--- src/rtl/axi_cdma_desc_mux_credit.sv ---
// Descriptor mux in front of a CDMA core: arbitrates per-port descriptor streams,
// tags each with its source port and limits in-flight descriptors per port.
module axi_cdma_desc_mux_credit #(
    parameter int PORTS           = 4,
    parameter int AXI_ADDR_WIDTH  = 16,
    parameter int LEN_WIDTH       = 20,
    parameter int S_TAG_WIDTH     = 8,
    parameter int M_TAG_WIDTH     = S_TAG_WIDTH + ((PORTS > 1) ? $clog2(PORTS) : 1),
    parameter int MAX_OUTSTANDING = 4,
    parameter int ARB_ROUND_ROBIN = 1,
    localparam int CL = (PORTS > 1) ? $clog2(PORTS) : 1,
    localparam int CW = $clog2(MAX_OUTSTANDING + 1)
) (
    input  logic                              clk,
    input  logic                              rst,
    output logic [AXI_ADDR_WIDTH-1:0]         m_axis_desc_read_addr,
    output logic [AXI_ADDR_WIDTH-1:0]         m_axis_desc_write_addr,
    output logic [LEN_WIDTH-1:0]              m_axis_desc_len,
    output logic [M_TAG_WIDTH-1:0]            m_axis_desc_tag,
    output logic                              m_axis_desc_valid,
    input  logic                              m_axis_desc_ready,
    input  logic [M_TAG_WIDTH-1:0]            s_axis_desc_status_tag,
    input  logic [3:0]                        s_axis_desc_status_error,
    input  logic                              s_axis_desc_status_valid,
    input  logic [PORTS*AXI_ADDR_WIDTH-1:0]   s_axis_desc_read_addr,
    input  logic [PORTS*AXI_ADDR_WIDTH-1:0]   s_axis_desc_write_addr,
    input  logic [PORTS*LEN_WIDTH-1:0]        s_axis_desc_len,
    input  logic [PORTS*S_TAG_WIDTH-1:0]      s_axis_desc_tag,
    input  logic [PORTS-1:0]                  s_axis_desc_valid,
    output logic [PORTS-1:0]                  s_axis_desc_ready,
    output logic [PORTS*S_TAG_WIDTH-1:0]      m_axis_desc_status_tag,
    output logic [PORTS*4-1:0]                m_axis_desc_status_error,
    output logic [PORTS-1:0]                  m_axis_desc_status_valid,
    input  logic [PORTS-1:0]                  port_enable,
    output logic [PORTS*CW-1:0]               port_outstanding
);

    localparam int AW = AXI_ADDR_WIDTH;
    localparam int DW = 2 * AW + LEN_WIDTH + M_TAG_WIDTH;
    localparam int PW = CL + 1;

    generate
        if (M_TAG_WIDTH < S_TAG_WIDTH + CL) begin : g_bad_tag
            $error("M_TAG_WIDTH cannot hold source tag plus port index");
        end
        if (MAX_OUTSTANDING < 1) begin : g_bad_max
            $error("MAX_OUTSTANDING must be at least 1");
        end
    endgenerate

    logic [CW-1:0]          cnt [PORTS];
    logic [CL-1:0]          rr_ptr;
    logic                   int_ready;
    logic                   m_valid;
    logic                   t_valid;
    logic [DW-1:0]          m_data;
    logic [DW-1:0]          t_data;
    logic [PORTS-1:0]       stat_valid;
    logic [S_TAG_WIDTH-1:0] stat_tag;
    logic [3:0]             stat_err;

    logic [PORTS-1:0]       elig;
    logic [CL-1:0]          sel;
    logic                   sel_ok;
    logic [PW-1:0]          idx;
    logic                   accept;
    logic                   early;
    logic [DW-1:0]          in_data;
    logic [CL-1:0]          st_port;
    logic                   st_ok;
    logic                   unused_tag_bits;

    // Eligibility uses registered counts only, so credits never form a comb loop
    always_comb begin
        elig = '0;
        for (int i = 0; i < PORTS; i++) begin
            elig[i] = s_axis_desc_valid[i] && port_enable[i]
                   && (cnt[i] < CW'(MAX_OUTSTANDING));
        end
    end

    always_comb begin
        sel    = '0;
        sel_ok = 1'b0;
        idx    = '0;
        for (int k = 0; k < PORTS; k++) begin
            idx = (ARB_ROUND_ROBIN != 0) ? ({1'b0, rr_ptr} + PW'(k)) : PW'(k);
            if (idx >= PW'(PORTS)) begin
                idx = idx - PW'(PORTS);
            end
            if (!sel_ok && elig[idx[CL-1:0]]) begin
                sel    = idx[CL-1:0];
                sel_ok = 1'b1;
            end
        end
    end

    assign accept = int_ready && sel_ok;
    assign s_axis_desc_ready = accept ? (PORTS'(1) << sel) : '0;

    always_comb begin
        in_data = {s_axis_desc_read_addr[sel*AW +: AW],
                   s_axis_desc_write_addr[sel*AW +: AW],
                   s_axis_desc_len[sel*LEN_WIDTH +: LEN_WIDTH],
                   M_TAG_WIDTH'({sel, s_axis_desc_tag[sel*S_TAG_WIDTH +: S_TAG_WIDTH]})};
    end

    // Ready for next cycle only if the temp slot cannot be filled by this cycle
    assign early = m_axis_desc_ready || (!t_valid && (!m_valid || !accept));

    always_ff @(posedge clk) begin
        if (rst) begin
            m_valid   <= 1'b0;
            t_valid   <= 1'b0;
            int_ready <= 1'b0;
        end else begin
            int_ready <= early;
            if (int_ready) begin
                if (m_axis_desc_ready || !m_valid) begin
                    m_valid <= accept;
                end else begin
                    t_valid <= accept;
                end
            end else if (m_axis_desc_ready) begin
                m_valid <= t_valid;
                t_valid <= 1'b0;
            end
        end
    end

    always_ff @(posedge clk) begin
        if (int_ready) begin
            if (m_axis_desc_ready || !m_valid) begin
                m_data <= in_data;
            end else begin
                t_data <= in_data;
            end
        end else if (m_axis_desc_ready) begin
            m_data <= t_data;
        end
        stat_tag <= s_axis_desc_status_tag[S_TAG_WIDTH-1:0];
        stat_err <= s_axis_desc_status_error;
    end

    assign st_port = s_axis_desc_status_tag[S_TAG_WIDTH +: CL];
    assign st_ok   = s_axis_desc_status_valid && ({1'b0, st_port} < PW'(PORTS));

    always_ff @(posedge clk) begin
        if (rst) begin
            rr_ptr     <= '0;
            stat_valid <= '0;
            for (int i = 0; i < PORTS; i++) begin
                cnt[i] <= '0;
            end
        end else begin
            stat_valid <= st_ok ? (PORTS'(1) << st_port) : '0;
            if (accept) begin
                rr_ptr <= ({1'b0, sel} == PW'(PORTS - 1)) ? '0 : sel + CL'(1);
            end
            for (int i = 0; i < PORTS; i++) begin
                if (accept && sel == CL'(i) && !(st_ok && st_port == CL'(i))) begin
                    cnt[i] <= cnt[i] + CW'(1);
                end else if (st_ok && st_port == CL'(i) && !(accept && sel == CL'(i))
                             && cnt[i] != '0) begin
                    cnt[i] <= cnt[i] - CW'(1);
                end
            end
        end
    end

    assign m_axis_desc_valid        = m_valid;
    assign m_axis_desc_read_addr    = m_data[DW-1 -: AW];
    assign m_axis_desc_write_addr   = m_data[DW-AW-1 -: AW];
    assign m_axis_desc_len          = m_data[M_TAG_WIDTH +: LEN_WIDTH];
    assign m_axis_desc_tag          = m_data[M_TAG_WIDTH-1:0];
    assign m_axis_desc_status_valid = stat_valid;
    assign m_axis_desc_status_tag   = {PORTS{stat_tag}};
    assign m_axis_desc_status_error = {PORTS{stat_err}};
    assign unused_tag_bits          = ^s_axis_desc_status_tag;

    generate
        for (genvar g = 0; g < PORTS; g++) begin : g_cnt
            assign port_outstanding[g*CW +: CW] = cnt[g];
        end
    endgenerate

endmodule

--- config.mk ---
export PLATFORM = sky130hd
export DESIGN_NAME = axi_cdma_desc_mux_credit
export DESIGN_NICKNAME = d
export VERILOG_FILES = /design/src/rtl/axi_cdma_desc_mux_credit.sv
export SDC_FILE = /design/constraint.sdc
export NUM_CORES = 1
export LEC_CHECK = 0
export BUFFER_PORTS_ARGS = -buffer_cell sky130_fd_sc_hd__buf_2
export CAP_MARGIN = 20
export CORE_MARGIN = 10
export CORE_UTILIZATION = 45
export DETAILED_ROUTE_END_ITERATION = 8
export GPL_ROUTABILITY_DRIVEN = 0
export GPL_TIMING_DRIVEN = 0
export PLACE_DENSITY = 0.78
export SLEW_MARGIN = 30
export SYNTH_ARGS = -nofsm -noshare
export SYNTH_HDL_FRONTEND = slang
export SYNTH_SLANG_ARGS = --single-unit
export TNS_END_PERCENT = 20
--- constraint.sdc ---
create_clock -name clk -period 14.3 [get_ports clk]
set_input_delay 0.715 -clock clk [delete_from_list [all_inputs] [get_ports clk]]
set_output_delay 0.715 -clock clk [all_outputs]
set_load 0.02 [all_outputs]
* Yosys cells after proc, flatten, opt, wreduce, memory -nomap -nowiden
Memory sizes are Yosys's and may differ from the RTL's.
Index checks and enable logic that the tools add are counted.
** Operators by class
- Magnitude comparators :: 12
- Reductions and logical operators :: 61
- Muxes and demuxes :: 69
- Add/sub/neg operators :: 16
- Equality and inequality tests :: 8
- Multipliers :: 1
- Bitwise operators :: 10
- Shift operators :: 6
** Operator list (count)
- $mux W62 :: 3
- $shiftx A64 B7 Y16 :: 2
- $shiftx A80 B8 Y20 :: 1
- $mux W1 :: 44
- $logic_and A1 B1 Y1 :: 33
- $shiftx A32 B6 Y8 :: 1
- $mux W3 :: 8
- $mux W2 :: 9
- $logic_not A1 Y1 :: 14
- $add A3 B1 Y3 const B :: 4
- $lt A2 B3 Y1 const B :: 4
- $lt A3 B3 Y1 const B :: 4
- $reduce_bool A3 Y1 :: 4
- $sub A3 B1 Y3 const B :: 4
- $ge A3 B3 Y1 const B :: 3
- $bmux W1 S2 :: 4
- $eq A2 B2 Y1 const B :: 4
- $or A1 B1 Y1 :: 8
- $shl A1 B2 Y4 const A :: 2
- $sub A2 B1 Y2 const B :: 4
- $add A2 B2 Y3 const B :: 2
- $reduce_and A2 Y1 :: 3
- $mul A2 B3 Y5 const B :: 1
- $eq A2 B1 Y1 const B :: 2
- 11 further kinds :: 15
** Word-level totals
- Logic and storage cells :: 193
- Output and inout port bits :: 131
- RAM bits :: 12
- Bits in registers :: 145
- Input port bits :: 266
- Memories :: 1
** Memories
- cnt :: words 4, bits a word 3, rd ports 4, clocked after memory_dff 0, write ports 4, line 51 : logic [CW-1:0] cnt [PORTS];

* Longest topological paths before layout
Gate-level depths: netlist of run 1.
An unclocked memory read counts as a cell.
- Word-level depth :: 25
- Depth in mapped cells :: 13
- Gate-level depth less buffers :: 10

* Worst setup path after synthesis of run 1
No wires, ideal clock.
- Kind :: reg2reg
- Start :: register int_ready
- End :: register t_data[0] (enable)
- Arrival :: 5143 ps
- Stages on the path, launching flop included :: 4
- Required time :: 13740 ps
- Setup time :: 560 ps
- Period minus slack after synthesis :: 5703 ps
- Path slack :: 8597 ps
- Path buffers :: 1
- Cell sequence :: dfxtp_1 > clkbuf_1 > inv_1 > nor3_1
** On the way
- Longest elaborated chain between the ends :: 1
** RTL lines
- from (decl) :: line 53 : logic int_ready;
- from (signal assigned) :: line 117 : int_ready <= early;
- $reduce_and A2 Y1 (no line)
- to (signal assigned) :: line 136 : t_data <= in_data;
- to (decl) :: line 57 : logic [DW-1:0] t_data;
Every way passes these cells.
A chain may end at the register's enable or synchronous reset.

==> impl_metrics.env, run 1 <==
export IMPL_status="complete, no violations"
export IMPL_synthFlopType="edfxtp_1"
export IMPL_synthCells=587
export IMPL_clock_skew_ns=0.00939
export IMPL_io_pin_count=397
export IMPL_fmax_ghz=0.288
export IMPL_synth_edf_count=136
export IMPL_synthMuxAreaShare=0.299
export IMPL_placed_cells=1222
export IMPL_synth_top_cell_by_area="edfxtp_1"
export IMPL_worst_slew_pin_slew_ns=0.745
export IMPL_cp_end_kind="primary output"
export IMPL_rsz0062_at_grt="no"
export IMPL_setup_slack_ns=10.83
export IMPL_crit_fanout=11
export IMPL_drv_cap=0
export IMPL_ir_worst_vdd_mv=0.0736
export IMPL_critPathSlowestCell="edfxtp_1"
export IMPL_p_int_uw=945
export IMPL_grt_max_degree=41
export IMPL_synth_compound_area_share=0.0367
export IMPL_slowest_delay_ns=0.44
export IMPL_p_comb_frac=0.218
export IMPL_clock_latency_ns=0.41
export IMPL_power_frac_seq=0.427
export IMPL_synth_adder_area_share=0.0177
export IMPL_area_growth_pct=35.9
export IMPL_worstSetupStartpoint="cnt[2][2]$_SDFFCE_PN0P_"
export IMPL_holdBufCountCts=0
export IMPL_ys_seq_area_frac=0.541
export IMPL_coreArea_um2=18100
export IMPL_ctsLongestPathBuffers=2
export IMPL_yosys_area_share_simple=0.0337
export IMPL_min_to="stat_tag[7]$_DFF_P_"
export IMPL_slew_viol_final=0
export IMPL_min_period_ns=3.47
export IMPL_path_clk_slew_ns=0.07
export IMPL_drc=0
export IMPL_clkPwrFrac=0.355
export IMPL_synthTopCellsByCount="mux2i_1, edfxtp_1, mux2_2"
export IMPL_path_common_cell="buf_4"
export IMPL_crit_reg2reg_launch="cnt[2][2]$_SDFFCE_PN0P_"
export IMPL_synth_top_family_by_area="multiplexers"
export IMPL_root_buffer="clkbuf_16"
export IMPL_synth_yosys_warnings=0
export IMPL_antenna_found_initial=4
export IMPL_powerDensity_nw_per_um2=115
export IMPL_setup_viol=0
export IMPL_final_hold_viol_count=0
export IMPL_synthArstFlopShare=0
export IMPL_p_switching_uw=352
export IMPL_layout_cells_non_filler=1258
export IMPL_cts_setup_buffers=0
export IMPL_grt_pass1_wl_um=38000
export IMPL_holdWs_ns=0.399
export IMPL_max_slew_margin=0.503
export IMPL_synth_top_area_frac=0.491
export IMPL_synthesis_area_um2=8320
export IMPL_die_w_um=156
export IMPL_finalSetupTns_ns=0
export IMPL_grt_pass1_vias=6786
export IMPL_ys_types=45
export IMPL_rrSetupSlack_ns=11.21
export IMPL_required_ns=13.59
export IMPL_avgSynthCellArea_um2=14.2
export IMPL_fp_row_count=49
export IMPL_dp_hpwl_um=20900
export IMPL_path_cells="and3b_2, a22oi_1, o22ai_1, a21o_1, buf_4, buf_4, inv_2, ha_1, and2_1, buf_2"
export IMPL_start_kind="flop"
export IMPL_drive_above_1_share=0.553
export IMPL_cts_made_buffers=17
export IMPL_h_tree_depth=4
export IMPL_grt_total_usage=0.204
export IMPL_die_h_um=156
export IMPL_hold_path_class="in2reg"
export IMPL_io_buffers=396
export IMPL_first_pass_iters=4
export IMPL_r2r_cells=12
export IMPL_antenna_left=0
export IMPL_wl_um=26000
export IMPL_switching_share=0.271
export IMPL_initial_core_util=0.460
export IMPL_arrival_ns=2.76
export IMPL_p_leak_uw=0.00523
export IMPL_worstHoldPathCells=1
export IMPL_ys_ff_latch=157
export IMPL_worstSetupPathType="reg2out"
export IMPL_ys_top_cells_by_area="edfxtp_1, mux2i_1, mux2_2, dfxtp_1, buf_4"
export IMPL_min_from="s_axis_desc_status_tag[7]"
export IMPL_pre_cts_slack_ns=10.91
export IMPL_vias=6306
export IMPL_cts_resized_gates=0
export IMPL_drt_iter0_drc=265
export IMPL_post_drt_wl_per_cell_um=20.7
export IMPL_timing_rr_end="cnt[1][2]$_SDFFCE_PN0P_"
export IMPL_synth_xor_area_frac=0.00316
export IMPL_tritoncts="yes"
export IMPL_viasPerCell=5.01
export IMPL_grt_ovfl_total=0
export IMPL_fin_crit_sh=0.243
export IMPL_die_area_um2=24300
export IMPL_numClockSinks=157
export IMPL_layout_nets=1288
export IMPL_yosysMostFrequentCell="mux2i_1"
export IMPL_synth_nets=863
==> cells by family (layout without fill, tap and decap cells) <==
group | count (synthesis) | in the layout
xor gates and xnor gates | 3 | 3
adders and majority gates | 10 | 10
other | 0 | 4
and+or+nand+nor | 52 | 52
DFF | 157 | 157
muxes | 241 | 241
buffers and inverters | 86 | 524
AOI/OAI and AO/OA | 38 | 38
==> worst max-delay path by stage <==
| stage | endpoint | slack, ns |
|---|---|---|
| final | s_axis_desc_ready[1] | 10.83 |
| after global routing | s_axis_desc_ready[1] | 10.68 |
| after CTS | s_axis_desc_ready[1] | 10.78 |
| after detailed placement | cnt[1][2]$_SDFFCE_PN0P_ | 10.91 |
| after global placement | t_data[13]$_DFFE_PP_ | 5.66 |
| after floorplan | t_data[0]$_DFFE_PP_ | 8.60 |
==> power by group through the flow <==
stage | registers [uW] | clock network [uW] | logic, uW
3_5_place_dp | 563 | 0 | 286
4_1_cts | 554 | 469 | 288
6_report | 554 | 460 | 283
3_3_place_gp | 564 | 0 | 279
5_1_grt | 556 | 492 | 307
2_1_floorplan | 597 | 0 | 142
==> sequential cells by signal (all words and copies together), names as in the netlist <==
register                  flops
m_data                       62
t_data                       62
cnt                          12
stat_tag                      8
m_axis_desc_status_valid      4
stat_err                      4
rr_ptr                        2
int_ready                     1
m_axis_desc_valid             1
t_valid                       1
==> through the flow <==
| step | total power, uW | area, um2 | util |
|---|---|---|---|
| 2_1_floorplan | 739 | 8320 | - |
| 3_3_place_gp | 843 | 10600 | 0.585 |
| 3_5_place_dp | 849 | 10700 | 0.592 |
| 4_1_cts | 1310 | 11300 | 0.625 |
| 5_1_grt | 1350 | 11300 | 0.625 |
| 6_report | 1300 | 11300 | 0.625 |
==> cell usage in the layout (no fill, tap or decap), types with 16 or more instances in the layout <==
cell type and count:
buf_2 402, buf_4 51, clkbuf_16 17, dfxtp_1 21, edfxtp_1 136, inv_1 17, mux2_2 61, mux2i_1 180
nor2_1 16
==> metal layers <==
metal  track usage  share of wire
met4        0.0643          0.012
met3        0.0695          0.087
met1         0.210           0.36
met5             0              0
met2         0.379           0.54
==> layout make-up <==
type,instances,area (um2)
fill,1421,6780
sequential,157,4500
multi-input combinational,344,3260
timing repair buffer,406,2080
buffer,67,495
clock buffer,20,437
tap,229,287
clock inverter,12,160
inverter,19,71.3
antenna,4,10.0
==> critical path, delay by kind of cell (launching register included) <==
family	cells	cell delay [ns]
buffers and inverters	4	0.74
and+or+nand+nor	2	0.52
DFF	1	0.44
AOI/OAI and AO/OA	3	0.37
adders and majority gates	1	0.25
Power figures use the tool's default switching activity.
==> run 2, diff against run 1 <==
--- a/config.mk
+++ b/config.mk
@@ -8,7 +8,7 @@
 export BUFFER_PORTS_ARGS = -buffer_cell sky130_fd_sc_hd__buf_2
 export CAP_MARGIN = 20
 export CORE_MARGIN = 10
-export CORE_UTILIZATION = 45
+export CORE_UTILIZATION = 43
 export DETAILED_ROUTE_END_ITERATION = 8
 export GPL_ROUTABILITY_DRIVEN = 0
 export GPL_TIMING_DRIVEN = 0
==> constraint.sdc (replaced) <==
create_clock -name clk -period 3 [get_ports clk]
set_input_delay 0.15 -clock clk [delete_from_list [all_inputs] [get_ports clk]]
set_output_delay 0.15 -clock clk [all_outputs]
set_load 0.02 [all_outputs]
==> run 2 against run 1 <==
Net effect:
- final area rose by 1.4%
- utilization fell by 1.8 points
- count of clock-buffer cells in the layout rose by 4
- worst setup slack got worse by 11 ns
- sequential share of layout area fell by 0.55 points
- non-clock buffer count rose by 10
- cell count rose by 2.9%
- via count barely moved
- global-route usage fell by 1.0 points
==> impl_metrics.env, run 2 (synthesized netlist as in run 1, its figures left out) <==
export IMPL_drv_cap=0
export IMPL_setup_slack_ns=0.180
export IMPL_arrival_ns=2.98
export IMPL_die_h_um=159
export IMPL_switching_share=0.269
export IMPL_slowest_delay_ns=0.44
export IMPL_worst_slew_pin_slew_ns=0.766
export IMPL_design_area_um2=11500
export IMPL_top_regs="m_data (62), t_data (62), cnt (12)"
export IMPL_power_frac_seq=0.428
export IMPL_place_area_um2=10700
export IMPL_drt_iter0_drc=285
export IMPL_numClockSinks=157
export IMPL_initial_core_util=0.440
export IMPL_diodes=0
export IMPL_setup_viol=0
export IMPL_cts_made_buffers=17
export IMPL_path_common_cell="a21o_1"
export IMPL_slew_viol_final=0
export IMPL_die_area_um2=25300
export IMPL_layout_commonest_cell="buf_2"
export IMPL_worstSetupPathType="reg2reg"
export IMPL_layout_nets=1298
export IMPL_crit_fanout=19
export IMPL_status="complete, no violations"
export IMPL_fp_row_count=50
export IMPL_mostFrequentLayoutCells="buf_2, mux2i_1, edfxtp_1"
export IMPL_first_pass_iters=4
export IMPL_crit_reg2reg_launch="cnt[0][2]$_SDFFCE_PN0P_"
export IMPL_area_growth_pct=37.8
export IMPL_ctsLongestPathBuffers=2
export IMPL_io_buffers=396
export IMPL_hold_path_class="in2reg"
export IMPL_path_clk_slew_ns=0.06
export IMPL_grt_max_degree=48
export IMPL_required_ns=3.16
export IMPL_min_from="s_axis_desc_status_tag[9]"
export IMPL_drc=0
export IMPL_p_switching_uw=1650
export IMPL_clock_skew_ns=0.00853
export IMPL_clock_latency_ns=0.41
export IMPL_coreArea_um2=18900
export IMPL_tritoncts="yes"
export IMPL_grt_ovfl_total=0
export IMPL_critPathSlowestCell="edfxtp_1"
export IMPL_grt_total_usage=0.194
export IMPL_fmax_ghz=0.355
export IMPL_min_period_ns=2.82
export IMPL_postLayoutCoreUtil=0.607
export IMPL_dp_hpwl_um=20700
export IMPL_root_buffer="clkbuf_16"
export IMPL_final_hold_viol_count=0
export IMPL_ir_worst_vdd_mv=0.351
export IMPL_p_int_uw=4510
export IMPL_wl_um=25500
export IMPL_grt_pass1_wl_um=38900
export IMPL_powerDensity_nw_per_um2=537
export IMPL_start_kind="flop"
export IMPL_p_leak_uw=0.00528
export IMPL_path_cells="and3b_2, a22oi_1, o22ai_1, a21o_1, buf_6, inv_2, ha_1, a21o_1, fa_1, xor2_1, nor2_1"
export IMPL_antenna_found_initial=0
export IMPL_cp_end_kind="flop"
export IMPL_post_drt_wl_per_cell_um=19.7
export IMPL_pre_cts_slack_ns=-0.0904
export IMPL_antenna_left=0
export IMPL_die_w_um=159
export IMPL_fin_crit_sh=0.940
export IMPL_viasPerCell=4.87
export IMPL_io_pin_count=397
export IMPL_p_comb_frac=0.223
export IMPL_rsz0062_at_grt="no"
export IMPL_worstSetupStartpoint="cnt[0][2]$_SDFFCE_PN0P_"
export IMPL_grt_pass1_vias=6861
export IMPL_max_slew_margin=0.489
export IMPL_holdWs_ns=0.0407
export IMPL_drive_above_1_share=0.544
export IMPL_clkPwrFrac=0.349
export IMPL_vias=6312
export IMPL_h_tree_depth=4
## run 2: changes by cell type in the layout (fill, tap and decap cells not counted), sizes merged, moves of 3 or more
cell	before	now
buf	465	462
clkbuf	28	32
clkinvlp	4	1
diode	4	0
dlygate4sd3	0	13
## run 2: power groups by stage
stage,sequential [uW],clock [uW],combinational (uW)
2_1_floorplan,2840,0,676
3_3_place_gp,2690,0,1340
3_5_place_dp,2680,0,1370
4_1_cts,2640,2200,1390
5_1_grt,2650,2280,1490
6_report,2640,2150,1370
## run 2: per-stage QoR
stage          total power, uW  setup TNS, ns  cells
2_1_floorplan             3520              0    587
3_3_place_gp              4020        -140.00   1243
3_5_place_dp              4050         -0.165   1248
4_1_cts                   6230              0   1293
5_1_grt                   6410              0   1295
6_report                  6160              0   1295
## run 2: final timing paths
kind	endpoint	slack (ns)	cells past startpoint
worst min-delay path	m_axis_desc_status_valid[1]$_SDFF_PP0_	0.04	2
worst max-delay path	cnt[1][2]$_SDFFCE_PN0P_	0.18	11
worst min register to register	m_data[0]$_DFFE_PP_	0.55	1
worst max register to register	cnt[1][2]$_SDFFCE_PN0P_	0.18	11
## run 2: area by class of cell
| cell class | instances | area [um2] |
|---|---|---|
| plain buffers | 65 | 489 |
| fillers | 1535 | 7430 |
| flip-flops and latches | 157 | 4500 |
| repair buffers | 418 | 2210 |
| multi-input cells | 344 | 3270 |
| inverters | 19 | 71.3 |
| clock buffers | 24 | 483 |
| clock inverters | 8 | 108 |
| well taps | 260 | 325 |
## run 2: critical path, delay by kind of cell, from the launching register on
kind                       cells  cell delay, ns
adders and majority gates      2            0.63
AOI/OAI and AO/OA              4            0.60
DFF                            1            0.44
and+or+nand+nor                2            0.37
buffers and inverters          2            0.35
xor gates and xnor gates       1            0.16
## run 2: metal layers
metal  up-vias  track usage  wire, um
li1       3039            -         -
met1      2979        0.216     10100
met2       274        0.356     13500
met3        20       0.0473      1570
met4         0       0.0543       346
met5         -            0         0
## run 2: repair_timing
| item | 4_1_cts | 5_1_grt |
|---|---|---|
| setup buffers | 1 | 3 |
| hold buffers | 13 | 0 |
| hold endpoints to repair | 16 | 0 |
| resized for setup | 3 | 2 |
| setup endpoints to repair | 4 | 5 |
| pin swaps | 0 | 0 |
